<file path="src/rtl/cordic_channel_scheduler_if.sv">
// rtl/cordic_channel_scheduler_if.sv - request, core and result signals of the CORDIC channel scheduler
interface cordic_channel_scheduler_if #(
  parameter int width = 12,
  parameter int CHW   = 2
);
  localparam int NCH = 2 ** CHW;

  logic [NCH-1:0]       req_valid;
  logic [NCH-1:0]       req_ready;
  logic [NCH*width-1:0] req_angle;
  logic [NCH*width-1:0] req_x;
  logic [NCH*width-1:0] req_y;

  logic                 core_start;
  logic [width-1:0]     core_angle;
  logic [width-1:0]     core_x;
  logic [width-1:0]     core_y;
  logic                 core_done;
  logic [width-1:0]     core_cos;
  logic [width-1:0]     core_sin;

  logic                 out_valid;
  logic                 out_ready;
  logic [CHW-1:0]       out_chan;
  logic [width-1:0]     out_cos;
  logic [width-1:0]     out_sin;
  logic                 out_err;
  logic                 busy;

  modport slave (
    input  req_valid, req_angle, req_x, req_y,
    input  core_done, core_cos, core_sin,
    input  out_ready,
    output req_ready, core_start, core_angle, core_x, core_y,
    output out_valid, out_chan, out_cos, out_sin, out_err, busy
  );

  modport master (
    output req_valid, req_angle, req_x, req_y,
    output core_done, core_cos, core_sin,
    output out_ready,
    input  req_ready, core_start, core_angle, core_x, core_y,
    input  out_valid, out_chan, out_cos, out_sin, out_err, busy
  );
endinterface

</file>
<file path="src/rtl/cordic_channel_scheduler.sv">
// rtl/cordic_channel_scheduler.sv - round-robin sharing of one iterative CORDIC core among NCH requesters
module cordic_channel_scheduler #(
  parameter int width   = 12,
  parameter int CHW     = 2,
  parameter int TIMEOUT = 64,
  parameter int TW      = 7
) (
  input  logic                     clock,
  input  logic                     reset,
  cordic_channel_scheduler_if.slave bus
);
  localparam int NCH = 2 ** CHW;
  localparam logic [TW-1:0] WD_LAST = TW'(TIMEOUT - 1);

  typedef enum logic [1:0] {ST_IDLE, ST_LAUNCH, ST_BUSY, ST_RETURN} state_e;

  state_e           state_q, state_d;
  logic [CHW-1:0]   last_grant_q, last_grant_d;
  logic [TW-1:0]    wdog_q, wdog_d;
  logic [width-1:0] op_angle_q, op_angle_d;
  logic [width-1:0] op_x_q, op_x_d;
  logic [width-1:0] op_y_q, op_y_d;
  logic [CHW-1:0]   out_chan_q, out_chan_d;
  logic [width-1:0] out_cos_q, out_cos_d;
  logic [width-1:0] out_sin_q, out_sin_d;
  logic             out_err_q, out_err_d;
  logic             out_valid_q, out_valid_d;

  logic             grant_found;
  logic [CHW-1:0]   grant_idx;
  logic [CHW-1:0]   cand;

  // Search starts one past the last winner so every channel gets a turn.
  always_comb begin
    grant_found = 1'b0;
    grant_idx   = '0;
    cand        = '0;
    for (int i = 1; i <= NCH; i++) begin
      cand = last_grant_q + CHW'(i);
      if (!grant_found && bus.req_valid[cand]) begin
        grant_found = 1'b1;
        grant_idx   = cand;
      end
    end
  end

  always_comb begin
    state_d      = state_q;
    last_grant_d = last_grant_q;
    wdog_d       = wdog_q;
    op_angle_d   = op_angle_q;
    op_x_d       = op_x_q;
    op_y_d       = op_y_q;
    out_chan_d   = out_chan_q;
    out_cos_d    = out_cos_q;
    out_sin_d    = out_sin_q;
    out_err_d    = out_err_q;
    out_valid_d  = out_valid_q;
    case (state_q)
      ST_IDLE: begin
        if (grant_found) begin
          last_grant_d = grant_idx;
          out_chan_d   = grant_idx;
          op_angle_d   = bus.req_angle[grant_idx*width +: width];
          op_x_d       = bus.req_x[grant_idx*width +: width];
          op_y_d       = bus.req_y[grant_idx*width +: width];
          state_d      = ST_LAUNCH;
        end
      end
      ST_LAUNCH: begin
        wdog_d  = '0;
        state_d = ST_BUSY;
      end
      ST_BUSY: begin
        wdog_d = wdog_q + 1'b1;
        // A completion in the final watchdog cycle still counts as success.
        if (bus.core_done) begin
          out_cos_d   = bus.core_cos;
          out_sin_d   = bus.core_sin;
          out_err_d   = 1'b0;
          out_valid_d = 1'b1;
          state_d     = ST_RETURN;
        end else if (wdog_q == WD_LAST) begin
          out_cos_d   = '0;
          out_sin_d   = '0;
          out_err_d   = 1'b1;
          out_valid_d = 1'b1;
          state_d     = ST_RETURN;
        end
      end
      ST_RETURN: begin
        if (bus.out_ready) begin
          out_valid_d = 1'b0;
          state_d     = ST_IDLE;
        end
      end
      default: state_d = ST_IDLE;
    endcase
  end

  always_ff @(posedge clock) begin
    if (reset) begin
      state_q      <= ST_IDLE;
      last_grant_q <= '1;
      wdog_q       <= '0;
      op_angle_q   <= '0;
      op_x_q       <= '0;
      op_y_q       <= '0;
      out_chan_q   <= '0;
      out_cos_q    <= '0;
      out_sin_q    <= '0;
      out_err_q    <= 1'b0;
      out_valid_q  <= 1'b0;
    end else begin
      state_q      <= state_d;
      last_grant_q <= last_grant_d;
      wdog_q       <= wdog_d;
      op_angle_q   <= op_angle_d;
      op_x_q       <= op_x_d;
      op_y_q       <= op_y_d;
      out_chan_q   <= out_chan_d;
      out_cos_q    <= out_cos_d;
      out_sin_q    <= out_sin_d;
      out_err_q    <= out_err_d;
      out_valid_q  <= out_valid_d;
    end
  end

  assign bus.req_ready  = (state_q == ST_IDLE && grant_found) ? (NCH'(1) << grant_idx) : '0;
  assign bus.core_start = (state_q == ST_LAUNCH);
  assign bus.core_angle = op_angle_q;
  assign bus.core_x     = op_x_q;
  assign bus.core_y     = op_y_q;
  assign bus.out_valid  = out_valid_q;
  assign bus.out_chan   = out_chan_q;
  assign bus.out_cos    = out_cos_q;
  assign bus.out_sin    = out_sin_q;
  assign bus.out_err    = out_err_q;
  assign bus.busy       = (state_q != ST_IDLE);
endmodule

</file>
<file path="src/flat_wrapper.sv">
// flat-port wrapper written by rule: the top's interface ports become plain ports
module cordic_channel_scheduler_flat 
#(
  parameter int width   = 12,
  parameter int CHW     = 2,
  parameter int TIMEOUT = 64,
  parameter int TW      = 7
)
  (clock, reset, bus_req_valid, bus_req_angle, bus_req_x, bus_req_y, bus_core_done, bus_core_cos, bus_core_sin, bus_out_ready, bus_req_ready, bus_core_start, bus_core_angle, bus_core_x, bus_core_y, bus_out_valid, bus_out_chan, bus_out_cos, bus_out_sin, bus_out_err, bus_busy);
  cordic_channel_scheduler_if #(.width(width), .CHW(CHW)) bus_i ();
  input  logic clock;
  input  logic reset;
  input wire logic [$bits(bus_i.req_valid)-1:0] bus_req_valid;
  input wire logic [$bits(bus_i.req_angle)-1:0] bus_req_angle;
  input wire logic [$bits(bus_i.req_x)-1:0] bus_req_x;
  input wire logic [$bits(bus_i.req_y)-1:0] bus_req_y;
  input wire logic [$bits(bus_i.core_done)-1:0] bus_core_done;
  input wire logic [$bits(bus_i.core_cos)-1:0] bus_core_cos;
  input wire logic [$bits(bus_i.core_sin)-1:0] bus_core_sin;
  input wire logic [$bits(bus_i.out_ready)-1:0] bus_out_ready;
  output wire logic [$bits(bus_i.req_ready)-1:0] bus_req_ready;
  output wire logic [$bits(bus_i.core_start)-1:0] bus_core_start;
  output wire logic [$bits(bus_i.core_angle)-1:0] bus_core_angle;
  output wire logic [$bits(bus_i.core_x)-1:0] bus_core_x;
  output wire logic [$bits(bus_i.core_y)-1:0] bus_core_y;
  output wire logic [$bits(bus_i.out_valid)-1:0] bus_out_valid;
  output wire logic [$bits(bus_i.out_chan)-1:0] bus_out_chan;
  output wire logic [$bits(bus_i.out_cos)-1:0] bus_out_cos;
  output wire logic [$bits(bus_i.out_sin)-1:0] bus_out_sin;
  output wire logic [$bits(bus_i.out_err)-1:0] bus_out_err;
  output wire logic [$bits(bus_i.busy)-1:0] bus_busy;
  assign bus_i.req_valid = bus_req_valid;
  assign bus_i.req_angle = bus_req_angle;
  assign bus_i.req_x = bus_req_x;
  assign bus_i.req_y = bus_req_y;
  assign bus_i.core_done = bus_core_done;
  assign bus_i.core_cos = bus_core_cos;
  assign bus_i.core_sin = bus_core_sin;
  assign bus_i.out_ready = bus_out_ready;
  assign bus_req_ready = bus_i.req_ready;
  assign bus_core_start = bus_i.core_start;
  assign bus_core_angle = bus_i.core_angle;
  assign bus_core_x = bus_i.core_x;
  assign bus_core_y = bus_i.core_y;
  assign bus_out_valid = bus_i.out_valid;
  assign bus_out_chan = bus_i.out_chan;
  assign bus_out_cos = bus_i.out_cos;
  assign bus_out_sin = bus_i.out_sin;
  assign bus_out_err = bus_i.out_err;
  assign bus_busy = bus_i.busy;
  cordic_channel_scheduler #(.width(width), .CHW(CHW), .TIMEOUT(TIMEOUT), .TW(TW)) u_core (.clock(clock), .reset(reset), .bus(bus_i));
endmodule
</file>
<file path="config.mk">
export PLATFORM = sky130hd
export DESIGN_NAME = cordic_channel_scheduler_flat
export DESIGN_NICKNAME = d
export VERILOG_FILES = /design/src/rtl/cordic_channel_scheduler_if.sv /design/src/rtl/cordic_channel_scheduler.sv /design/src/flat_wrapper.sv
export SDC_FILE = /design/constraint.sdc
export NUM_CORES = 1
export LEC_CHECK = 0
export BUFFER_PORTS_ARGS = -buffer_cell sky130_fd_sc_hd__buf_2
export CAP_MARGIN = 20
export CORE_AREA = 2 2 99 101
export DETAILED_ROUTE_END_ITERATION = 10
export DIE_AREA = 0 0 101 103
export PLACE_DENSITY = 0.82
export REMOVE_ABC_BUFFERS = 1
export SYNTH_ARGS = -nofsm -noshare
export SYNTH_HDL_FRONTEND = slang
export SYNTH_SLANG_ARGS = --single-unit
</file>
<file path="constraint.sdc">
create_clock -name clock -period 2.28 [get_ports clock]
set_input_delay 0.114 -clock clock [delete_from_list [all_inputs] [get_ports clock]]
set_output_delay 0.114 -clock clock [all_outputs]
set_load 0.05 [all_outputs]
</file>
# Yosys cells after proc, flatten, opt, wreduce, memory -nomap -nowiden
# Cells that the tools add are included.
op_classes:
  add_sub_neg: 4
  mul: 1
  order_cmp: 4
  eq_ne: 7
  shift: 4
  mux: 31
  n_reduce_logical: 16
ops:
  columns: ["cell", "n"]
  rows:
  - ["48-bit by 7-bit indexed part select with 12-bit output", 3]
  - ["12-bit 2-to-1 mux", 3]
  - ["2-bit 2-to-1 mux", 8]
  - ["7-bit case mux with 2 select lines", 1]
  - ["2-bit by 3-bit less-than comparator with 1-bit output, second input constant", 4]
  - ["1-bit 2-to-1 mux", 12]
  - ["1-bit binary-select mux with 2-bit select", 4]
  - ["2-bit case mux with 4 select lines", 1]
  - ["2-bit nonzero test", 4]
  - ["7-bit by 1-bit adder with 7-bit output, second input constant", 1]
  - ["7-bit by 6-bit equality test with 1-bit output, second input constant", 1]
  - ["3-bit AND reduction", 2]
  - ["2-bit adder, second input constant", 2]
  - ["2-bit equality test, second input constant", 2]
  - ["1-bit logical AND", 4]
  - ["2-bit by 2-bit multiplier with 4-bit output, second input constant", 1]
  - ["4-bit 2-to-1 mux", 1]
  - ["2-bit AND reduction", 2]
  - ["1-bit by 2-bit << shifter with 4-bit output, first input constant", 1]
  - ["1-bit logical NOT", 3]
  - ["3-bit by 2-bit != test with 1-bit output, second input constant", 1]
  - ["2-bit by 1-bit adder with 2-bit output, second input constant", 1]
  - ["2-bit by 1-bit equality test with 1-bit output, second input constant", 1]
  - ["2-bit logical NOT", 1]
  - ["3 further kinds", 3]
word_totals:
  register_bits: 75
  elab_cells: 78

# Depth between registers and ports, before layout
# Gate-level depths: netlist of run 1.
depth:
  word_depth: 15
  ltp_mapped: 8

# Worst setup path before layout of run 1
# No wires, ideal clock.
synth_path:
  path_type: "flip-flop to output port"
  from: "register u_core.state_q[0]"
  to: "output bus_req_ready[2]"
  t_arrival_ns: 1.861
  t_required_ns: 2.166
  slack_ns: 0.305
  path_stages_with_launch: 6
  cell_sequence: "dfxtp_1 > inv_1 > ha_1 > inv_1 > a211o_1 > nor2_1"
synth_via:
  elab_chain_cells: 3
synth_rtl:
  columns: ["element", "line", "source"]
  rows:
  - ["start: declaration", "cordic_channel_scheduler.sv:17", "state_e state_q, state_d;"]
  - ["start signal: assignment", "cordic_channel_scheduler.sv:115", "state_q <= state_d;"]
  - ["2-bit logical NOT", "cordic_channel_scheduler.sv:129", "assign bus.req_ready = (state_q == ST_IDLE && grant_found) ? (NCH'(1) << grant_idx) : '0;"]
  - ["1-bit logical AND", "cordic_channel_scheduler.sv:129", null]
  - ["4-bit 2-to-1 mux", "cordic_channel_scheduler.sv:129", null]
  - ["end: declaration", "flat_wrapper.sv:21", "output wire logic [$bits(bus_i.req_ready)-1:0] bus_req_ready;"]
# Every way passes these cells.

# Worst setup path after layout of run 1
layout_path:
  from: "register u_core.last_grant_q[1]"
  to: "register u_core.op_y_q[8], in the netlist u_core.bus.core_y[8]"
layout_via:
  elab_chain_cells: 15
  elab_cells_between_ends: 28
  classes_between: "3 x add/sub; 1 x mul; 1 x shift; 16 x mux; 7 x reduce/logical"
layout_rtl:
  columns: ["element", "line", "source"]
  rows:
  - ["start: declaration", "cordic_channel_scheduler.sv:18", "logic [CHW-1:0] last_grant_q, last_grant_d;"]
  - ["start signal: assignment", "cordic_channel_scheduler.sv:116", "last_grant_q <= last_grant_d;"]
  - ["2-bit by 1-bit adder with 2-bit output", "cordic_channel_scheduler.sv:39", "cand = last_grant_q + CHW'(i);"]
  - ["1-bit binary-select mux with 2-bit select", "cordic_channel_scheduler.sv:40", "if (!grant_found && bus.req_valid[cand]) begin"]
  - ["1-bit 2-to-1 mux (implied by the code)", "cordic_channel_scheduler.sv:40", null]
  - ["1-bit 2-to-1 mux", "cordic_channel_scheduler.sv:40", null]
  - ["1-bit logical NOT", "cordic_channel_scheduler.sv:40", null]
  - ["1-bit logical AND", "cordic_channel_scheduler.sv:40", null]
  - ["1-bit 2-to-1 mux", "cordic_channel_scheduler.sv:40", null]
  - ["1-bit logical NOT", "cordic_channel_scheduler.sv:40", null]
  - ["1-bit logical AND", "cordic_channel_scheduler.sv:40", null]
  - ["1-bit 2-to-1 mux", "cordic_channel_scheduler.sv:40", null]
  - ["1-bit logical NOT", "cordic_channel_scheduler.sv:40", null]
  - ["1-bit logical AND", "cordic_channel_scheduler.sv:40", null]
  - ["2-bit 2-to-1 mux", "cordic_channel_scheduler.sv:40", null]
  - ["2-bit by 2-bit multiplier with 4-bit output", "cordic_channel_scheduler.sv:66", "op_y_d = bus.req_y[grant_idx*width +: width];"]
  - ["48-bit by 7-bit indexed part select with 12-bit output", "cordic_channel_scheduler.sv:66", null]
  - ["end signal: assignment", "cordic_channel_scheduler.sv:120", "op_y_q <= op_y_d;"]
  - ["end: declaration", "cordic_channel_scheduler.sv:22", "logic [width-1:0] op_y_q, op_y_d;"]
# Several ways; a longest one is shown, not always the timed one. The select of a mux whose other input is x is not followed.
# A chain may end at the register's enable or synchronous reset.

==> results of run 1 <==
## cell usage after synthesis, drive strengths merged, types with 3 or more instances
library cell | number | area (um^2)
o21ai | 3 | 15.0
xor2 | 4 | 35.0
o221ai | 37 | 518
mux2i | 74 | 741
nand2 | 45 | 169
a21oi | 12 | 63.8
ha | 6 | 75.1
nor3 | 3 | 15.0
a22oi | 24 | 180
buf | 20 | 200
inv | 5 | 18.8
clkbuf | 11 | 41.3
nand2b | 5 | 31.3
nor2 | 39 | 149
dfxtp | 75 | 1500
## cell families (layout without fill, tap and decap cells)
logic type               count (synthesis)  count (layout)  share of synthesized area, %
AND/OR/NAND/NOR                        106             106                          11.6
AO/OA/AOI/OAI                           83              83                          21.5
flip-flops                              75              75                          38.4
multiplexers                            74              74                          19.0
buffers and inverters                   36             284                          6.66
adder cells (fa/ha/maj)                  6               6                          1.92
XOR/XNOR                                 4               4                         0.897
## repair_timing
action | 4_1_cts | 5_1_grt
hold buffers | 2 | 1
hold endpoints to repair | 2 | 1
gates resized for setup | 0 | 0
## worst paths after layout
path                                              from                     to  slack (ps)  depth (start not counted)
worst max-delay path            u_core.last_grant_q[1]   u_core.bus.core_y[8]         140                          5
worst min-delay path                   bus_core_sin[4]  u_core.bus.out_sin[4]          20                          3
worst max register to register  u_core.last_grant_q[1]   u_core.bus.core_y[8]         140                          5
worst min register to register    u_core.bus.core_x[1]   u_core.bus.core_x[1]         460                          2
## power by group through the flow
stage          logic (W)  registers, W  clock network, W
2_1_floorplan    0.00160       0.00335                 0
3_3_place_gp     0.00386       0.00199                 0
3_5_place_dp     0.00396       0.00201                 0
4_1_cts          0.00397       0.00198           0.00110
5_1_grt          0.00416       0.00203           0.00117
6_report         0.00395       0.00199           0.00107
## metal layers
layer | track usage [%] | part of all wire (%) | vias to the layer above
li1 | - | - | 1898
met1 | 22.7 | 40 | 1819
met2 | 35.9 | 51 | 152
met3 | 5.08 | 7.2 | 13
met4 | 6.86 | 1.5 | 0
met5 | 0 | 0 | -
## area by class of cell
cell class / instances / area (um^2) / area share, %
tap: 114 / 143 / 2.64
clock buffer: 11 / 151 / 2.80
multi-input combinational: 273 / 2150 / 39.8
inverter: 5 / 18.8 / 0.347
timing repair buffer: 263 / 1380 / 25.5
clock inverter: 5 / 60.1 / 1.11
sequential: 75 / 1500 / 27.8
## placed cells by master (no fill, tap or decap), types with 11 or more instances in the layout
cell type                  Yosys  routed
sky130_fd_sc_hd__buf_2         4     245
sky130_fd_sc_hd__dfxtp_1      75      75
sky130_fd_sc_hd__mux2i_1      74      74
sky130_fd_sc_hd__nand2_1      45      45
sky130_fd_sc_hd__nor2_1       38      38
sky130_fd_sc_hd__o221ai_2     31      31
sky130_fd_sc_hd__a22oi_1      24      24
sky130_fd_sc_hd__buf_4         0      14
sky130_fd_sc_hd__a21oi_1      11      11
sky130_fd_sc_hd__clkbuf_8      0      11
## registers in the layout, indices dropped and copies added (netlist names)
signal / count
u_core.wdog_q: 7
u_core.state_q: 2
u_core.bus.out_valid: 1
u_core.last_grant_q: 2
u_core.bus.out_chan: 2
u_core.bus.core_x: 12
u_core.bus.out_sin: 12
u_core.bus.out_err: 1
u_core.bus.core_angle: 12
u_core.bus.out_cos: 12
u_core.bus.core_y: 12
## metrics by stage
step	TNS [ps]	setup WS (ps)	hold WS, ps	utilization [%]
after floorplan	-19530	-647	183	-
after global placement	0	311	360	54.6
after detailed placement	0	164	369	54.6
after CTS	0	155	0.710	57.1
after global routing	0	30.3	5.90	57.2
final	0	145	18.2	57.2
## worst min-delay path: stages
cell and delay [ps]:
sky130_fd_sc_hd__buf_2 80, sky130_fd_sc_hd__a22oi_1 60, sky130_fd_sc_hd__nor2_1 70
==> results.md, run 1 <==
- Gate family responsible for the most delay along the worst path: compound AO/OA/AOI/OAI gates
- Leakage power of the design: 2.75 nW
- Largest net degree at the start of global routing: 37
- Arr. time, crit path: 2340 ps
- Worst Tran Pin Value: 612 ps
- Worst setup skew after layout: 9.18 ps
- Post-CTS setup buffer count: 0
- Start-to-end type of the worst setup path: reg -> reg
- Clock network latency to the later pin of the worst-skew pair: 340 ps
- Sequential Power Share: 28.3%
- Average wire length per cell after detail routing: 15.1 um
- Global route total overflow: 0
- Post-DP Area: 0.00517 mm^2
- HPWL after detailed placement: 8650 um
- Global placement routability congestion: 0.788
- Vias in the first global route: 3606
- Global routing usage summed across all routing layers: 19.8%
- Net load switching power: 0.00350 W
- CP Max Fanout: 20
- Number of buffer and inverter stages on the critical path: 1
- Final Hold Vio Count: 0
- Synthesized area per cell: 10.2 um^2
- Logic pwr share: 56.4%
- Cell-internal power: 0.00351 W
- Number of instances in the synthesized netlist: 384
- Outcome: completed
- Post-layout min period: 2140 ps
- Slew margin rel.: 59.2%
- Critical-path cell list: mux2i_1 > o221a_4 > buf_4 > mux2i_1 > o221ai_2
- Drt pass-1 iters: 4
- Number of placement rows: 36
- Final non-filler cell total: 746
- Total power divided by cell area: 1290 mW/mm^2
- Peak supply drop: 494 uV
- Ratio of final minimum period to clock period: 93.7%
- Count of clock tree sinks: 75
- Cell at the slowest stage of the critical path: sky130_fd_sc_hd__dfxtp_1
- DRC viols: 0
- Port bufs: 245
- Initial cell density of the core: 41.3%
- Antenna violation net count after detailed routing: 0
- Number of nets in the layout: 809
- Wire length of the first global-routing pass: 16400 um
- Floorplan die area: 0.0104 mm^2
- Critical path capture point type: flip-flop
- Most numerous cell on the critical path: sky130_fd_sc_hd__mux2i_1
- Synthesis-to-layout area growth: 38.5%
- Cell area after synthesis: 0.00391 mm^2
- Fin area: 0.00541 mm^2
- Total count of max-transition violations in the final report: 0
- Antenna Cells: 0
- Buffers from clock root to sink, at most: 2
- Number of enable flip-flop cells after synthesis: 0
- Die outline width: 101 um
- Yosys synthesis warning count: 0
- Number of antenna violations at the first check in global routing: 0
- IO Pins: 246
- CTS clock-pin slew for the worst setup and hold paths: 80 ps
- Htree depth: 3
- Avg Vias per Cell: 5.20
- Startpoint type of the worst setup path: flip-flop
- Dominant register cell in the synthesized netlist: sky130_fd_sc_hd__dfxtp_1
- Std-Cell Core Area: 0.00946 mm^2
- Number of buffers created by CTS: 9
- Stage delay of the slowest cell on the critical path: 500 ps
- Master cell of the clock root buffer: sky130_fd_sc_hd__clkbuf_8
- Filler cells: 826
- #FFs+latches synth: 75
- DR vias: 3882
- Switching share of total power: 49.9%
- Initial DRC count: 84
- Proportion of synthesized flip-flops having asynchronous set or reset: 0%
- Proportion of synthesized chip area in sequential cells: 38.4%
- Total wirelength of the detailed-routed design: 11300 um
- Setup violators final: 0
- Design Power: 0.00700 W
- Hold Path Class: in -> reg
- Clock group share of total power: 15.3%
- TritonCTS clock tree: yes
- Share of cells above drive strength 1: 49.7%
- Worst Path Required: 2490 ps
- Die boundary height: 103 um
- Setup repair after global routing missed its margin: no
- Maximum clock frequency: 468 MHz
- Placed Cells: 727
- Cell variety after synth: 37
- Max-cap viol count: 0
Note: power is estimated with default switching activity, not from simulation.
==> run 2, diff against run 1 <==
--- a/config.mk
+++ b/config.mk
@@ -5,12 +5,14 @@
 export SDC_FILE = /design/constraint.sdc
 export NUM_CORES = 1
 export LEC_CHECK = 0
+export ABC_AREA = 1
 export BUFFER_PORTS_ARGS = -buffer_cell sky130_fd_sc_hd__buf_2
 export CAP_MARGIN = 20
-export CORE_AREA = 2 2 99 101
+export CORE_AREA = 2 2 104 106
 export DETAILED_ROUTE_END_ITERATION = 10
-export DIE_AREA = 0 0 101 103
-export PLACE_DENSITY = 0.82
+export DIE_AREA = 0 0 106 108
+export PLACE_DENSITY = 0.83
+export RECOVER_POWER = 100
 export REMOVE_ABC_BUFFERS = 1
 export SYNTH_ARGS = -nofsm -noshare
 export SYNTH_HDL_FRONTEND = slang
==> constraint.sdc (replaced) <==
create_clock -name clock -period 2.3 [get_ports clock]
set_input_delay 0.115 -clock clock [delete_from_list [all_inputs] [get_ports clock]]
set_output_delay 0.115 -clock clock [all_outputs]
set_load 0.05 [all_outputs]
==> results.md, run 2 <==
- Outcome: completed
- Share of cells above drive strength 1: 23.7%
- Setup repair after global routing missed its margin: yes
- Die outline width: 106 um
- Clock network latency to the later pin of the worst-skew pair: 350 ps
- Vias in the first global route: 5132
- Initial DRC count: 338
- Synthesis-to-layout area growth: 37.5%
- Drt pass-1 iters: 5
- Master cell of the clock root buffer: sky130_fd_sc_hd__clkbuf_8
- Number of antenna violations at the first check in global routing: 0
- Proportion of synthesized flip-flops having asynchronous set or reset: 0%
- Cell variety after synth: 24
- Initial cell density of the core: 44.8%
- Synthesized area per cell: 5.84 um^2
- TritonCTS clock tree: yes
- Total power divided by cell area: 1670 mW/mm^2
- Proportion of synthesized chip area in sequential cells: 32.8%
- Arr. time, crit path: 2120 ps
- Total count of max-transition violations in the final report: 0
- Port bufs: 245
- Number of instances in the synthesized netlist: 785
- Most common library cell in the layout ignoring fill and taps: sky130_fd_sc_hd__nand2_1
- Setup violators final: 0
- Hold Path Stages: 3
- Net load switching power: 0.00584 W
- Hold Path Class: in -> reg
- Die boundary height: 108 um
- Final non-filler cell total: 1173
- Antenna Cells: 0
- Critical path capture point type: output pin
- Switching share of total power: 55.5%
- Largest net degree at the start of global routing: 43
- Setup slack of the critical path after layout: 63.0 ps
- Cell area after synthesis: 0.00458 mm^2
- Cell types with the highest counts after synthesis: 272 x sky130_fd_sc_hd__nand2_1, 132 x sky130_fd_sc_hd__nor2_1, 102 x sky130_fd_sc_hd__nand3_1
- Global route total overflow: 0
- Std-Cell Core Area: 0.0102 mm^2
- Highest-count cells in the layout ignoring fill and taps: 268 x sky130_fd_sc_hd__nand2_1, 175 x sky130_fd_sc_hd__buf_2, 130 x sky130_fd_sc_hd__nor2_1
- Worst slack, placed: 123 ps
- Post-synthesis cell type with the largest combined area: sky130_fd_sc_hd__dfxtp_1
- Buffers from clock root to sink, at most: 2
- IO Pins: 246
- Average wire length per cell after detail routing: 12.2 um
- Number of enable flip-flop cells after synthesis: 0
- Global routing usage summed across all routing layers: 24.3%
- Post-DP Area: 0.00591 mm^2
- Start-to-end type of the worst setup path: reg -> out
- Avg Vias per Cell: 4.80
- Share of the synthesized area in the top cell type: 32.8%
- Count of clock tree sinks: 75
- Dominant register cell in the synthesized netlist: sky130_fd_sc_hd__dfxtp_1
- Logic pwr share: 71.3%
- DR vias: 5635
- Worst Tran Pin Value: 714 ps
- Fin area: 0.00630 mm^2
- Reg2reg path depth: 14
- Wire length of the first global-routing pass: 22700 um
- Cell with the most instances after synthesis: sky130_fd_sc_hd__nand2_1
- Reg-to-reg setup timing slack: 170 ps
- #FFs+latches synth: 75
- Total wirelength of the detailed-routed design: 14300 um
- Cell-internal power: 0.00469 W
- Slew margin rel.: 52.3%
- CP Max Fanout: 15
- HPWL after detailed placement: 10300 um
- Post-layout min period: 2240 ps
- CTS clock-pin slew for the worst setup and hold paths: 80 ps
- Number of nets in the layout: 1214
- Startpoint type of the worst setup path: flip-flop
- Worst Path Required: 2180 ps
- Worst setup skew after layout: 10.6 ps
- Placed Cells: 1139
- Maximum clock frequency: 447 MHz
- Global placement routability congestion: 0.851
- Floorplan die area: 0.0114 mm^2
- DRC viols: 0
- Max-cap viol count: 0
- Number of placement rows: 37
- Antenna violation net count after detailed routing: 0
- Htree depth: 3
- Final Hold Vio Count: 0
- Clock group share of total power: 10.9%
- Largest cells by area after synthesis: sky130_fd_sc_hd__dfxtp_1 33%, sky130_fd_sc_hd__nand2_1 22%, sky130_fd_sc_hd__nand3_1 11%
- Peak supply drop: 1120 uV
- Ratio of final minimum period to clock period: 97.3%
- Number of buffers created by CTS: 9
- Yosys synthesis warning count: 0
- Leakage power of the design: 3.40 nW
- Sequential Power Share: 17.9%
==> run 2: changes by cell type after synthesis, moves of 6 or more <==
cell / change
sky130_fd_sc_hd__buf_2: +10
sky130_fd_sc_hd__o221ai_2: -31
sky130_fd_sc_hd__nand2_1: +227
sky130_fd_sc_hd__o221ai_1: -6
sky130_fd_sc_hd__inv_1: +85
sky130_fd_sc_hd__a22oi_1: -24
sky130_fd_sc_hd__a21oi_1: +22
sky130_fd_sc_hd__buf_6: -11
sky130_fd_sc_hd__mux2i_1: -74
sky130_fd_sc_hd__nor2_1: +94
sky130_fd_sc_hd__buf_4: +9
sky130_fd_sc_hd__nand3_1: +101
==> run 2: cells by family (layout without fill, tap and decap cells) <==
family                     count (synthesis)  count (layout)  share of synthesized area, %
adders and majority gates                  6               6                          1.64
AOI/OAI and AO/OA                         42              42                          4.72
buffers and inverters                    138             390                          13.3
and+or+nand+nor                          524             524                          47.5
DFF                                       75              75                          32.8
==> run 2: layout make-up <==
class                      instances  area, um^2
timing repair buffer             278        1510
tap                              136         170
multi-input combinational        572        2510
fill                            1001        3930
clock buffer                      10         128
sequential                        75        1510
clock inverter                     6        95.1
inverter                          96         375
==> run 2: power groups by stage <==
stage / combinational, W / clock [W] / sequential, W
2_1_floorplan: 0.00395 / 0 / 0.00289
3_3_place_gp: 0.00706 / 0 / 0.00189
3_5_place_dp: 0.00711 / 0 / 0.00189
4_1_cts: 0.00735 / 0.00117 / 0.00187
6_report: 0.00750 / 0.00114 / 0.00188
5_1_grt: 0.00830 / 0.00123 / 0.00193
==> run 2: timing repair <==
item / 4_1_cts / 5_1_grt
gates resized for setup: 11 / 19
pin swaps: 0 / 4
gates cloned: 1 / 0
hold endpoints to repair: 8 / 0
hold buffers: 8 / 0
endpoints found under the setup margin: 4 / 4
buffers inserted: 0 / 9
==> run 2: critical path, stage by stage, from the launching register on <==
cell,delay (ps)
sky130_fd_sc_hd__dfxtp_4,380
sky130_fd_sc_hd__buf_4,140
sky130_fd_sc_hd__nand2_1,50
sky130_fd_sc_hd__nand2_1,70
sky130_fd_sc_hd__nand2_1,120
sky130_fd_sc_hd__nand2_2,90
sky130_fd_sc_hd__nor2_4,170
sky130_fd_sc_hd__nand3_2,110
sky130_fd_sc_hd__nand3_4,160
sky130_fd_sc_hd__inv_4,110
sky130_fd_sc_hd__nor3_2,180
sky130_fd_sc_hd__buf_6,190
==> run 2: through the flow <==
step	TNS [ps]	util [%]	hold WS [ps]	total power, W
finish	0	61.6	16.3	0.0105
global route	-59.7	61.6	1.12	0.0115
floorplan	-4120	-	184	0.00685
CTS	0	61.4	2.14	0.0104
global placement	0	57.7	372	0.00894
detailed placement	0	57.7	373	0.00900
==> run 2: layer usage <==
| metal | track usage [%] | share of wire, % |
|---|---|---|
| met3 | 5.73 | 8.2 |
| met4 | 8.65 | 2.2 |
| met2 | 43.0 | 48 |
| met1 | 28.8 | 42 |
| met5 | 0 | 0 |
==> run 2: worst paths after layout <==
path,from,to
setup / recovery,u_core.last_grant_q[0],bus_req_ready[2]
hold / removal,bus_core_sin[7],u_core.bus.out_sin[7]
setup reg to reg,u_core.last_grant_q[0],u_core.bus.core_angle[11]
hold reg to reg,u_core.bus.out_cos[6],u_core.bus.out_cos[6]
